**src/rtl/rainbow_pkg.sv**
```systemverilog
// Shared definitions for the RGB444 rainbow colour wheel (generator and decoder).
package rainbow_pkg;

  localparam int HUE_STEPS = 90;
  localparam int SEG_LEN   = 15;
  localparam logic [3:0] CH_MAX  = 4'd15;
  localparam logic [6:0] IDX_MAX = 7'(HUE_STEPS - 1);

  typedef struct packed {
    logic [3:0] r;
    logic [3:0] g;
    logic [3:0] b;
  } rgb444_t;

  typedef enum logic [1:0] {SEEK, TRACK, LOCKED} trk_state_t;

  // Successor on the wheel, wrapping 89 -> 0.
  function automatic logic [6:0] hue_next(input logic [6:0] i);
    return (i == IDX_MAX) ? 7'd0 : i + 7'd1;
  endfunction

endpackage

```
**src/rtl/rainbow_hue_lut.sv**
```systemverilog
// Combinational inverse of the colour wheel: RGB444 sample -> {on_wheel, idx}.
// Each wheel segment ramps exactly one channel while the other two sit at 0/15;
// the segment conditions below are disjoint so the mapping is unique.
module rainbow_hue_lut
  import rainbow_pkg::*;
(
  input  rgb444_t    color,
  output logic       on_wheel,
  output logic [6:0] idx
);

  logic [6:0] r7, g7, b7;
  assign r7 = {3'b000, color.r};
  assign g7 = {3'b000, color.g};
  assign b7 = {3'b000, color.b};

  // Segment select and index arithmetic; off-wheel reports index 0.
  always_comb begin
    on_wheel = 1'b1;
    idx      = 7'd0;
    if (color.r == CH_MAX && color.b == 4'd0 && color.g != CH_MAX)
      idx = g7;
    else if (color.g == CH_MAX && color.b == 4'd0 && color.r != 4'd0)
      idx = 7'd30 - r7;
    else if (color.r == 4'd0 && color.g == CH_MAX && color.b != CH_MAX)
      idx = 7'd30 + b7;
    else if (color.b == CH_MAX && color.r == 4'd0 && color.g != 4'd0)
      idx = 7'd60 - g7;
    else if (color.g == 4'd0 && color.b == CH_MAX && color.r != CH_MAX)
      idx = 7'd60 + r7;
    else if (color.r == CH_MAX && color.g == 4'd0 && color.b != 4'd0)
      idx = 7'd90 - b7;
    else
      on_wheel = 1'b0;
  end

endmodule

```
**src/rtl/rainbow_hue_decoder.sv**
```systemverilog
// Rainbow hue decoder: decodes RGB444 samples to wheel index, tracks +1 steps,
// reports lock and sequence breaks. Optional HUE_DEGREES_EN adds hue_deg = idx*4.
module rainbow_hue_decoder
  import rainbow_pkg::*;
#(
  parameter int LOCK_COUNT = 4,
  parameter bit ALLOW_HOLD = 1'b1
)(
  input  logic        clk,
  input  logic        reset,
  input  logic        color_valid,
  input  logic [11:0] color,
  output logic        hue_valid,
  output logic [6:0]  hue_idx,
  output logic        on_wheel,
  output logic        locked,
  output logic        step_err
`ifdef HUE_DEGREES_EN
  ,
  output logic [8:0]  hue_deg
`endif
);

  localparam logic [3:0] LOCK_CNT = 4'(LOCK_COUNT);

  rgb444_t    c;
  logic       lut_on;
  logic [6:0] lut_idx;

  assign c = color;

  rainbow_hue_lut u_lut (
    .color    (c),
    .on_wheel (lut_on),
    .idx      (lut_idx)
  );

  trk_state_t state, state_nxt;
  logic [6:0] last_idx, last_nxt;
  logic [3:0] good_cnt, cnt_nxt;
  logic       err_nxt;
  logic       good;
  logic [1:0] vld_pipe;

  assign good = (lut_idx == hue_next(last_idx)) ||
                (ALLOW_HOLD && (lut_idx == last_idx));

  // Tracker next-state: only advances on a valid sample.
  always_comb begin
    state_nxt = state;
    last_nxt  = last_idx;
    cnt_nxt   = good_cnt;
    err_nxt   = 1'b0;
    if (color_valid) begin
      if (lut_on) last_nxt = lut_idx;
      case (state)
        SEEK: begin
          if (lut_on) begin
            state_nxt = TRACK;
            cnt_nxt   = 4'd0;
          end
        end
        TRACK: begin
          if (!lut_on) begin
            state_nxt = SEEK;
            err_nxt   = 1'b1;
            cnt_nxt   = 4'd0;
          end else if (good) begin
            // In TRACK the count is below LOCK_CNT, so +1 cannot overflow.
            cnt_nxt = good_cnt + 4'd1;
            if (cnt_nxt == LOCK_CNT) state_nxt = LOCKED;
          end else begin
            err_nxt = 1'b1;
            cnt_nxt = 4'd0;
          end
        end
        LOCKED: begin
          // Good steps keep the count saturated at LOCK_CNT.
          if (!lut_on) begin
            state_nxt = SEEK;
            err_nxt   = 1'b1;
            cnt_nxt   = 4'd0;
          end else if (!good) begin
            state_nxt = TRACK;
            err_nxt   = 1'b1;
            cnt_nxt   = 4'd0;
          end
        end
        default: state_nxt = SEEK;
      endcase
    end
  end

  // Tracker state registers.
  always_ff @(posedge clk) begin
    if (reset) begin
      state    <= SEEK;
      last_idx <= 7'd0;
      good_cnt <= 4'd0;
    end else begin
      state    <= state_nxt;
      last_idx <= last_nxt;
      good_cnt <= cnt_nxt;
    end
  end

  assign vld_pipe[0] = color_valid;
  assign hue_valid   = vld_pipe[1];

  // Output registers: valid/err pulse every cycle, result fields hold between samples.
  always_ff @(posedge clk) begin
    if (reset) begin
      vld_pipe[1] <= 1'b0;
      step_err    <= 1'b0;
      hue_idx     <= 7'd0;
      on_wheel    <= 1'b0;
      locked      <= 1'b0;
    end else begin
      vld_pipe[1] <= vld_pipe[0];
      step_err    <= err_nxt;
      if (color_valid) begin
        hue_idx  <= lut_idx;
        on_wheel <= lut_on;
        locked   <= (state_nxt == LOCKED);
      end
    end
  end

`ifdef HUE_DEGREES_EN
  // Degrees view of the index, kept in step with hue_idx.
  always_ff @(posedge clk) begin
    if (reset)            hue_deg <= 9'd0;
    else if (color_valid) hue_deg <= {lut_idx, 2'b00};
  end
`endif

endmodule

```
**config.mk**
```make
export PLATFORM = sky130hd
export DESIGN_NAME = rainbow_hue_decoder
export DESIGN_NICKNAME = d
export VERILOG_FILES = /design/src/rtl/rainbow_pkg.sv /design/src/rtl/rainbow_hue_lut.sv /design/src/rtl/rainbow_hue_decoder.sv
export SDC_FILE = /design/constraint.sdc
export NUM_CORES = 1
export LEC_CHECK = 0
export CORE_MARGIN = 2
export CORE_UTILIZATION = 52
export DETAILED_ROUTE_END_ITERATION = 16
export HOLD_SLACK_MARGIN = 0.05
export PLACE_DENSITY_LB_ADDON = 0.15
export SLEW_MARGIN = 5
export SYNTH_ARGS = -nofsm -noshare
export SYNTH_HDL_FRONTEND = slang
export SYNTH_SLANG_ARGS = --single-unit
```
**constraint.sdc**
```tcl
create_clock -name clk -period 3.4 [get_ports clk]
set_clock_uncertainty 0.05 [all_clocks]
set_input_delay 0.68 -clock clk [delete_from_list [all_inputs] [get_ports clk]]
set_output_delay 0.68 -clock clk [all_outputs]
set_load 0.005 [all_outputs]
```
==> impl_metrics.tcl, run 1 <==
set metrics [dict create \
    run_status "finished clean" \
    drt_drc_violations_left 0 \
    final_period_minus_worst_setup_slack_ns 3.315 \
    p_seq_share_pct 40.2 \
    r2r_slack_ns 0.29 \
    worstSetupStartpointType "primary input" \
    cts.htree.levels 1 \
    share_comb_of_total_power_pct 24.7 \
    grt_first_pass_wirelength_mm 12.27 \
    ir_drop_mv 0.2909 \
    final_antenna_net_count 0 \
    path_clk_slew_ns 0.08 \
    power_per_cell_area_nw_per_um2 190.5 \
    worst_hold_path.endpoint "locked" \
    synth_fp_nets 368 \
    drv.max_cap_violation_count 0 \
    finish.net_count 459 \
    cell_area_after_synthesis_um2 2550 \
    grt_overflow 0 \
    timing_worst_setup_path_type "in2reg" \
    cts.sinks 24 \
    crit-reg2reg-capture "good_cnt[0]" \
    finalWirelength_mm 7.745 \
    number_of_enable_type_register_cells_in_the_synthesized_netlist 0 \
    relSlewSlack_pct 44.34 \
    internal_power_mw 0.5235 \
    vias 2848 \
    cts_hold_fix_bufs 0 \
    number_of_antenna_violations_at_the_first_check_in_global_routing 0 \
    nFillCells 331 \
    setup_viol 0 \
    routed_wire_length_per_instance_um 15.94 \
    clkPwrFrac_pct 35.1 \
    seq_total_area_yosys_pct 18.84 \
    largest_net_degree_at_the_start_of_global_routing 25 \
    finalWeightedCongestion 0.9616 \
    p_sw_share_pct 25.77 \
    finalCoreUtilization_pct 78.38 \
    place_worst_setup_slack_ns -0.6479 \
    grt_pass1_vias 2561 \
    critPathCaptureType "flop" \
    synth_cells 329 \
    synth.lib_cells_used.distinct 70 \
    synth_warnings 0 \
    report.final.hold_viol_count 0 \
    hold_ws_ns 0.4084 \
    reg2reg_from "last_idx[0]" \
    slew_violations 0 \
    placement_rows 25 \
    power.total_mw 0.7053 \
    post-route-worst-setup-slack_ns 0.08544 \
    power.static_leakage_nw 1.485 \
    drt_pass1_iterations 5 \
    ctsRootBufferMaster "sky130_fd_sc_hd__clkbuf_8" \
    numCtsBuffers 3 \
    cts_tree "built" \
    switching_power_summed_over_all_nets_mw 0.1818 \
    synth_async_sr_flop_share_pct 0 \
    max_slew.worst_pin.slew_ns 0.8324 \
    ys_ff_latch 24 \
    hold_class "reg2reg" \
    fraction_of_layout_cells_with_a_size_suffix_above_1_pct 36.99 \
    hpwl_after_detailed_placement_mm 5.800 \
    detailedRoute.firstIterationViolations 227 \
    vias_per_cell 5.860 \
    timing.fmax_mhz 301.7 \
    dieWidth_um 74.03 \
    clock_latency_at_the_later_pin_of_the_worst_skew_pair_ns 0.27 \
    worst_ep_arrival_time_ns 3.45 \
    holdPathStages 2 \
    gr-usage-all-layers_pct 28.36 \
    area_growth_syn_to_layout_pct 45.19 \
    design.core.area_um2 4723 \
    floorplan.initialDensity_pct 53.99 \
    design.portCount 26 \
    die_footprint_um2 5480 \
    ctsLongestPathBuffers 2 \
    numPortBuffers 25 \
    worstRegToRegCells 11 \
    hold_path.startpoint "locked" \
    antenna_cells_inserted 0 \
    avgSynthCellArea_um2 7.751 \
    biggest_fanout_along_the_worst_timing_path 8 \
    layout_worst_path_cycle_share_pct 97.49 \
    chipHeight_um 74.03 \
    critical_path_required_ns 3.54 \
    synth_ff_type "sky130_fd_sc_hd__dfxtp_1" \
]
## flip-flops by register name, indices dropped and copies added, names as in the netlist
register,flops
good_cnt,4
hue_idx,7
hue_valid,1
last_idx,7
locked,1
on_wheel,1
state,2
step_err,1
## cell usage in the layout (no fill, tap or decap), types with 3 or more instances in the layout
cell type	instances
sky130_fd_sc_hd__dfxtp_1	24
sky130_fd_sc_hd__nor3b_1	3
sky130_fd_sc_hd__o32ai_1	4
sky130_fd_sc_hd__a21oi_1	22
sky130_fd_sc_hd__clkdlybuf4s15_1	3
sky130_fd_sc_hd__nand2_1	24
sky130_fd_sc_hd__nand4_1	4
sky130_fd_sc_hd__a211oi_1	4
sky130_fd_sc_hd__inv_1	11
sky130_fd_sc_hd__nand3_1	13
sky130_fd_sc_hd__nor3_1	7
sky130_fd_sc_hd__a21oi_2	5
sky130_fd_sc_hd__nor2b_1	4
sky130_fd_sc_hd__buf_4	78
sky130_fd_sc_hd__a21o_1	5
sky130_fd_sc_hd__nor2_1	20
sky130_fd_sc_hd__and2_4	3
sky130_fd_sc_hd__xnor2_1	4
sky130_fd_sc_hd__and2_1	4
sky130_fd_sc_hd__inv_2	7
sky130_fd_sc_hd__ha_4	5
sky130_fd_sc_hd__ha_1	17
sky130_fd_sc_hd__o211ai_1	4
sky130_fd_sc_hd__nand2b_1	12
sky130_fd_sc_hd__xor2_1	5
sky130_fd_sc_hd__nand3b_1	4
sky130_fd_sc_hd__o21ai_0	9
sky130_fd_sc_hd__clkdlybuf4s50_1	13
sky130_fd_sc_hd__clkbuf_8	3
sky130_fd_sc_hd__a21boi_0	4
sky130_fd_sc_hd__or3_1	5
sky130_fd_sc_hd__clkbuf_2	7
## worst max-delay path, stage by stage
cell and delay, ns:
sky130_fd_sc_hd__clkdlybuf4s15_1 0.30, sky130_fd_sc_hd__inv_2 0.09, sky130_fd_sc_hd__ha_4 0.19, sky130_fd_sc_hd__and2_4 0.17, sky130_fd_sc_hd__buf_4 0.14, sky130_fd_sc_hd__a2111oi_4 0.39
sky130_fd_sc_hd__nor2_2 0.11, sky130_fd_sc_hd__a221oi_2 0.27, sky130_fd_sc_hd__nand3_2 0.13, sky130_fd_sc_hd__nand4_1 0.14, sky130_fd_sc_hd__o31a_4 0.21, sky130_fd_sc_hd__o21ai_4 0.08
sky130_fd_sc_hd__or3b_4 0.42, sky130_fd_sc_hd__a21oi_2 0.13
## logic make-up after synthesis
kind of cell | Yosys count | synth area share [%]
compound gates | 97 | 27.97
xor+xnor | 9 | 3.091
fa+ha+maj | 24 | 11.78
buf+inv | 37 | 6.820
flops | 24 | 18.84
mux | 3 | 1.178
simple gates | 135 | 30.32
## synth_stat cells, types with 6 or more instances
library cell,count,share of area [%]
sky130_fd_sc_hd__and2_1,6,1.5
sky130_fd_sc_hd__nand3_1,15,2.9
sky130_fd_sc_hd__nand2b_1,12,2.9
sky130_fd_sc_hd__nor2_1,21,3.1
sky130_fd_sc_hd__dfxtp_1,24,19
sky130_fd_sc_hd__o21ai_0,11,2.2
sky130_fd_sc_hd__ha_1,24,12
sky130_fd_sc_hd__nor3_1,9,1.8
sky130_fd_sc_hd__inv_1,18,2.6
sky130_fd_sc_hd__nand2_1,26,3.8
sky130_fd_sc_hd__a21oi_1,27,5.3
sky130_fd_sc_hd__or3_1,7,1.7
sky130_fd_sc_hd__buf_2,9,1.8
## area by class of cell
type	instances	area (um2)	share of cell area [%]
inverter	18	67.56	1.825
sequential	24	480.5	12.98
clock inverter	1	30.03	0.8111
timing repair buffer	105	820.8	22.17
clock buffer	3	41.29	1.115
multi-input combinational	268	2178	58.84
tap	67	83.83	2.264
## power by group through the flow
stage          Clock [mW]  Combinational [mW]  Sequential, mW
3_3_place_gp            0               0.147           0.290
2_1_floorplan           0              0.0720           0.290
4_1_cts             0.253               0.160           0.284
5_1_grt             0.259               0.187           0.284
6_report            0.248               0.174           0.284
3_5_place_dp            0               0.149           0.290
## per-layer routing
metal,vias up,global-route usage (%),part of all wire [%]
met3,2,2.846,5.5
met2,93,45.73,47
met5,-,0,0
li1,1394,-,-
met1,1359,42.19,48
met4,0,3.232,0.13
## how the worst max path moves through the flow
stage	start	end	slack [ns]	cells past startpoint
after CTS	color[2]	good_cnt[0]	0.007	13
final	color[11]	good_cnt[0]	0.09	14
after floorplan	color[1]	good_cnt[0]	0.11	13
after global placement	color[1]	good_cnt[0]	-0.61	12
after global routing	color[11]	good_cnt[0]	-0.0002	14
after detailed placement	color[0]	good_cnt[0]	-0.65	12
## metrics by stage
step                         TNS, ns  area, um2  cells
after global routing      -0.0001714       3702    486
after detailed placement      -4.549       3356    479
after floorplan                    0       2550    329
after CTS                          0       3585    484
after global placement        -4.361       3356    479
final                              0       3702    486
## what timing repair did
action / 4_1_cts / 5_1_grt
resized for setup: 57 / 41
endpoints found under the setup margin: 8 / 8
cloned: 0 / 0
hold endpoints to repair: 0 / 0
buffers inserted: 1 / 3
pin swaps: 12 / 19
Note: power is estimated with default switching activity, not from simulation.
==> run 2, diff against run 1 <==
--- a/config.mk
+++ b/config.mk
@@ -10,6 +10,7 @@
 export DETAILED_ROUTE_END_ITERATION = 16
 export HOLD_SLACK_MARGIN = 0.05
 export PLACE_DENSITY_LB_ADDON = 0.15
+export REMOVE_ABC_BUFFERS = 1
 export SLEW_MARGIN = 5
 export SYNTH_ARGS = -nofsm -noshare
 export SYNTH_HDL_FRONTEND = slang
==> run 2 against run 1 <==
The run now ends with setup timing left. Non-clock buffer count rose by 15. Largest cell class unchanged. Highest routed layer unchanged. Register-to-register slack worse by 0.04 ns. Clock power rose by 6%. Critical path depth down 2. Routed wire length is 27% higher. Global-route usage increased by 5.1 points. Critical path type unchanged. Final area up 5.0%. Largest power group unchanged.
==> impl_metrics.tcl, run 2 (synthesis gave the netlist of run 1 again) <==
set metrics [dict create \
    cts.sinks 24 \
    r2r_slack_ns 0.25 \
    setup_viol 1 \
    dieWidth_um 74.03 \
    worstSetupStartpointType "primary input" \
    vias 3210 \
    timing_worst_setup_path_type "in2reg" \
    power.total_mw 0.7401 \
    ctsLongestPathBuffers 2 \
    most_common_cell_after_layout_fill_and_taps_aside "sky130_fd_sc_hd__buf_4" \
    chipHeight_um 74.03 \
    drt_pass1_iterations 5 \
    crit-reg2reg-capture "good_cnt[0]" \
    clock_latency_at_the_later_pin_of_the_worst_skew_pair_ns 0.28 \
    relSlewSlack_pct 63.57 \
    ctsRootBufferMaster "sky130_fd_sc_hd__clkbuf_8" \
    vias_per_cell 6.407 \
    worst_setup_path_endpoint "good_cnt[0]" \
    finish.net_count 474 \
    cts.htree.levels 1 \
    post_dp_cell_area_um2 3388 \
    grt_pass1_vias 3017 \
    power_per_cell_area_nw_per_um2 190.4 \
    grt_first_pass_wirelength_mm 14.33 \
    worstRegToRegCells 11 \
    timing.fmax_mhz 291.7 \
    critical_path_required_ns 3.58 \
    holdPathStages 2 \
    reg2reg_from "last_idx[0]" \
    cts_hold_fix_bufs 0 \
    critPathCaptureType "flop" \
    numCtsBuffers 3 \
    max_slew.worst_pin.slew_ns 0.5423 \
    path_clk_slew_ns 0.10 \
    finalCoreUtilization_pct 82.30 \
    design.core.area_um2 4723 \
    power.static_leakage_nw 1.601 \
    fin_cells 501 \
    biggest_fanout_along_the_worst_timing_path 7 \
    ir_drop_mv 0.2533 \
    hpwl_after_detailed_placement_mm 5.902 \
    number_of_antenna_violations_at_the_first_check_in_global_routing 0 \
    design.portCount 26 \
    failed_checks "setup timing" \
    fraction_of_layout_cells_with_a_size_suffix_above_1_pct 40.78 \
    crit_path_start "color[2]" \
    routed_wire_length_per_instance_um 19.60 \
    finalWeightedCongestion 0.9374 \
    final_cell_area_um2 3887 \
    slew_violations 0 \
    drt_drc_violations_left 0 \
    antenna_cells_inserted 0 \
    final_antenna_net_count 0 \
    die_footprint_um2 5480 \
    gr-usage-all-layers_pct 33.42 \
    reg.largest.list "hue_idx x7, last_idx x7, good_cnt x4" \
    final_period_minus_worst_setup_slack_ns 3.428 \
    timing.setup.tns_ns -0.02839 \
    worst_ep_arrival_time_ns 3.61 \
    cts_tree "built" \
    finalWirelength_mm 9.822 \
    area_growth_syn_to_layout_pct 52.45 \
    placement_rows 25 \
    mostFrequentLayoutCells "sky130_fd_sc_hd__buf_4 (89), sky130_fd_sc_hd__dfxtp_1 (24), sky130_fd_sc_hd__nand2_1 (23), sky130_fd_sc_hd__a21oi_1 (22), sky130_fd_sc_hd__nor2_1 (19)" \
    detailedRoute.firstIterationViolations 502 \
    layout_worst_path_cycle_share_pct 100.8 \
    largest_net_degree_at_the_start_of_global_routing 24 \
    drv.max_cap_violation_count 0 \
    hold_ws_ns 0.4142 \
    floorplan.initialDensity_pct 53.99 \
    numPortBuffers 25 \
    run_status "finished with violations" \
    grt_overflow 0 \
    report.final.hold_viol_count 0 \
    post-route-worst-setup-slack_ns -0.02839 \
    hold_class "reg2reg" \
    post-place-cells 480 \
    place_worst_setup_slack_ns -0.5603 \
]
==> run 2: cell count changes in the layout (fill, tap and decap cells not counted), sizes merged <==
cell	before	now
buf	80	94
clkbuf	10	12
clkdlybuf4s15	3	1
dlymetal6s2s	0	1
==> run 2: area by class of cell <==
type                       count  area [um2]
multi-input combinational    268        2207
timing repair buffer         120       977.2
fill                         279       835.8
sequential                    24       480.5
tap                           67       83.83
inverter                      18       67.56
clock buffer                   3       41.29
clock inverter                 1       30.03
==> run 2: what timing repair did <==
action | CTS | global route
setup endpoints to repair | 8 | 7
gates cloned | 0 | 1
setup buffers | 14 | 4
pin swaps | 21 | 21
gates resized for setup | 61 | 48
==> run 2: per-layer routing <==
layer | up-vias | GRT usage [%] | routed length [um]
met4 | 0 | 13.54 | 538
met1 | 1475 | 40.97 | 3779
met5 | - | 0 | 0
met3 | 72 | 7.046 | 1001
met2 | 240 | 56.94 | 4502
li1 | 1423 | - | -
==> run 2: worst max-delay path, cell delays in order <==
cell	delay, ns
sky130_fd_sc_hd__clkdlybuf4s15_1	0.28
sky130_fd_sc_hd__or3b_4	0.53
sky130_fd_sc_hd__nor4_1	0.35
sky130_fd_sc_hd__a21oi_1	0.12
sky130_fd_sc_hd__buf_4	0.16
sky130_fd_sc_hd__and4_1	0.19
sky130_fd_sc_hd__a311oi_2	0.26
sky130_fd_sc_hd__nand4_1	0.19
sky130_fd_sc_hd__o31a_4	0.20
sky130_fd_sc_hd__nor2b_4	0.12
sky130_fd_sc_hd__or3b_4	0.38
sky130_fd_sc_hd__a21oi_2	0.12
==> run 2: worst min-delay path by stage <==
stage               start    endpoint  slack [ns]
2_1_floorplan      locked      locked        0.40
3_3_place_gp       locked      locked        0.39
3_5_place_dp       locked      locked        0.39
4_1_cts            locked      locked        0.42
5_1_grt        hue_idx[1]  hue_idx[1]        0.45
6_report           locked      locked        0.41
==> run 2: report_power, final <==
part           total (mW)  internal (mW)  switching, mW
clock               0.262          0.158          0.104
sequential          0.284          0.282        0.00136
combinational       0.195         0.0921          0.103
==> run 3, diff against run 2 <==
--- a/config.mk
+++ b/config.mk
@@ -11,6 +11,7 @@
 export HOLD_SLACK_MARGIN = 0.05
 export PLACE_DENSITY_LB_ADDON = 0.15
 export REMOVE_ABC_BUFFERS = 1
+export SKIP_CTS_REPAIR_TIMING = 1
 export SLEW_MARGIN = 5
 export SYNTH_ARGS = -nofsm -noshare
 export SYNTH_HDL_FRONTEND = slang
==> run 3 against run 2 <==
The run now ends clean. Non-clock buffer count decreased by 7. Combinational power is 2% lower. Hold slack got worse by 0.0019 ns. Sequential share of layout area rose by 0.11 points. Maximum frequency increased by 1.5%. Power is 1.1% lower. Final area is 0.87% lower. Critical endpoint unchanged. Largest cell class unchanged.
==> impl_metrics.tcl, run 3 (synthesis gave the netlist of run 1 again) <==
set metrics [dict create \
    die_footprint_um2 5480 \
    grt_util_met3_pct 4.878 \
    detailedRoute.firstIterationViolations 485 \
    vias 3196 \
    mostFrequentLayoutCells "sky130_fd_sc_hd__buf_4 (82), sky130_fd_sc_hd__nand2_1 (25), sky130_fd_sc_hd__dfxtp_1 (24), sky130_fd_sc_hd__a21oi_1 (23), sky130_fd_sc_hd__nor2_1 (20)" \
    chipHeight_um 74.03 \
    clock_latency_at_the_later_pin_of_the_worst_skew_pair_ns 0.28 \
    cts_tree "built" \
    final_cell_area_um2 3854 \
    holdPathStages 2 \
    power_per_cell_area_nw_per_um2 190.0 \
    grt_most_used_layer "met2" \
    numPortBuffers 25 \
    critical_path_required_ns 3.57 \
    hpwl_after_detailed_placement_mm 5.902 \
    number_of_antenna_violations_at_the_first_check_in_global_routing 0 \
    path_clk_slew_ns 0.10 \
    grt_first_pass_wirelength_mm 11.84 \
    timing_worst_setup_path_type "in2reg" \
    finalWirelength_mm 9.225 \
    post-route-worst-setup-slack_ns 0.02167 \
    routed_wire_length_per_instance_um 18.64 \
    max_slew.worst_pin.slew_ns 0.5578 \
    grt_util_met1_pct 35.41 \
    run_status "finished clean" \
    relSlewSlack_pct 62.53 \
    drt_drc_violations_left 0 \
    vias_per_cell 6.457 \
    grt_pass1_vias 2599 \
    gr-usage-all-layers_pct 27.32 \
    hold_class "reg2reg" \
    finalWeightedCongestion 0.9374 \
    ctsLongestPathBuffers 2 \
    worst_ep_arrival_time_ns 3.55 \
    placement_rows 25 \
    most_common_cell_after_layout_fill_and_taps_aside "sky130_fd_sc_hd__buf_4" \
    cts.sinks 24 \
    final_antenna_net_count 0 \
    layout_worst_path_cycle_share_pct 99.36 \
    drv.max_cap_violation_count 0 \
    nFillCells 292 \
    place_worst_setup_slack_ns -0.5603 \
    design.portCount 26 \
    worstRegToRegCells 10 \
    numCtsBuffers 3 \
    area_growth_syn_to_layout_pct 51.13 \
    finish.net_count 468 \
    post_dp_cell_area_um2 3388 \
    report.final.hold_viol_count 0 \
    fraction_of_layout_cells_with_a_size_suffix_above_1_pct 35.28 \
    final_period_minus_worst_setup_slack_ns 3.378 \
    power.static_leakage_nw 1.646 \
    grt_overflow 0 \
    largest_net_degree_at_the_start_of_global_routing 24 \
    total_area_of_multi_input_combinational_cells_um2 2170 \
    drt_pass1_iterations 7 \
    ctsRootBufferMaster "sky130_fd_sc_hd__clkbuf_8" \
    floorplan.initialDensity_pct 53.99 \
    worstSetupStartpointType "primary input" \
    critPathCaptureType "flop" \
    sequential_cell_area_um2 480.5 \
    design.core.area_um2 4723 \
    reg.largest.list "hue_idx x7, last_idx x7, good_cnt x4" \
    antenna_cells_inserted 0 \
    setup_viol 0 \
    dieWidth_um 74.03 \
    use_met2_pct 47.72 \
    timing.fmax_mhz 296.0 \
    biggest_fanout_along_the_worst_timing_path 7 \
    slew_violations 0 \
    cts.htree.levels 1 \
    ir_drop_mv 0.2432 \
]
-- run 3: changes by cell type in the layout (fill, tap and decap cells not counted), sizes merged --
| cell | change |
|---|---|
| buf | -6 |
| clkbuf | -9 |
| clkdlybuf4s15 | -1 |
| dlygate4sd2 | -2 |
| dlymetal6s2s | +11 |
| nand3 | +1 |
-- run 3: path summary, 6_finish.rpt --
| kind | from | endpoint | slack (ns) |
|---|---|---|---|
| min reg2reg | locked | locked | 0.41 |
| max reg2reg | last_idx[0] | good_cnt[0] | 0.10 |
| max | color[0] | good_cnt[0] | 0.02 |
| min | locked | locked | 0.41 |
-- run 3: critical path: stages --
cell and delay, ns:
sky130_fd_sc_hd__dlymetal6s2s_1 0.15, sky130_fd_sc_hd__inv_1 0.10, sky130_fd_sc_hd__ha_4 0.16, sky130_fd_sc_hd__or3b_4 0.44, sky130_fd_sc_hd__nor4_1 0.34, sky130_fd_sc_hd__a21oi_1 0.13
sky130_fd_sc_hd__buf_4 0.16, sky130_fd_sc_hd__and4_1 0.19, sky130_fd_sc_hd__a311oi_2 0.21, sky130_fd_sc_hd__nand4_1 0.17, sky130_fd_sc_hd__o31a_4 0.20, sky130_fd_sc_hd__nor2b_4 0.12
sky130_fd_sc_hd__or3b_4 0.38, sky130_fd_sc_hd__a21oi_2 0.11
-- run 3: layout make-up --
cell class / instances / share of cell area, %
Clock inverter: 1 / 0.7792
Inverter: 18 / 1.753
Multi-Input combinational cell: 269 / 56.30
Sequential cell: 24 / 12.47
Clock buffer: 3 / 1.071
Tap cell: 67 / 2.175
Timing Repair Buffer: 113 / 25.45
-- run 3: report_power, final --
group / total, mW / internal [mW] / switching, mW / leakage, nW
logic: 0.191 / 0.0930 / 0.0976 / 1.42
clock network: 0.258 / 0.158 / 0.100 / 0.0357
registers: 0.284 / 0.282 / 0.00139 / 0.194
total: 0.732 / 0.533 / 0.199 / 1.65
-- run 3: metal layers --
layer  share of wire, %  routed length [um]  up-vias
li1                   -                   -     1417
met1                 39                3626     1485
met2                 47                4314      226
met3                9.2                 847       68
met4                4.7                 437        0
met5                  0                   0        -
-- run 3: per-stage QoR --
step	power [mW]	utilization (%)	cells	hold slack (ns)	TNS [ns]
4_1_cts	0.6975	73.25	484	0.4154	-1.427
5_1_grt	0.7499	81.59	495	0.4505	-0.07773
3_5_place_dp	0.4421	71.74	480	0.3944	-3.692
3_3_place_gp	0.4401	71.74	480	0.3946	-3.491
6_report	0.7320	81.59	495	0.4123	0
2_1_floorplan	0.3491	-	310	0.3995	0
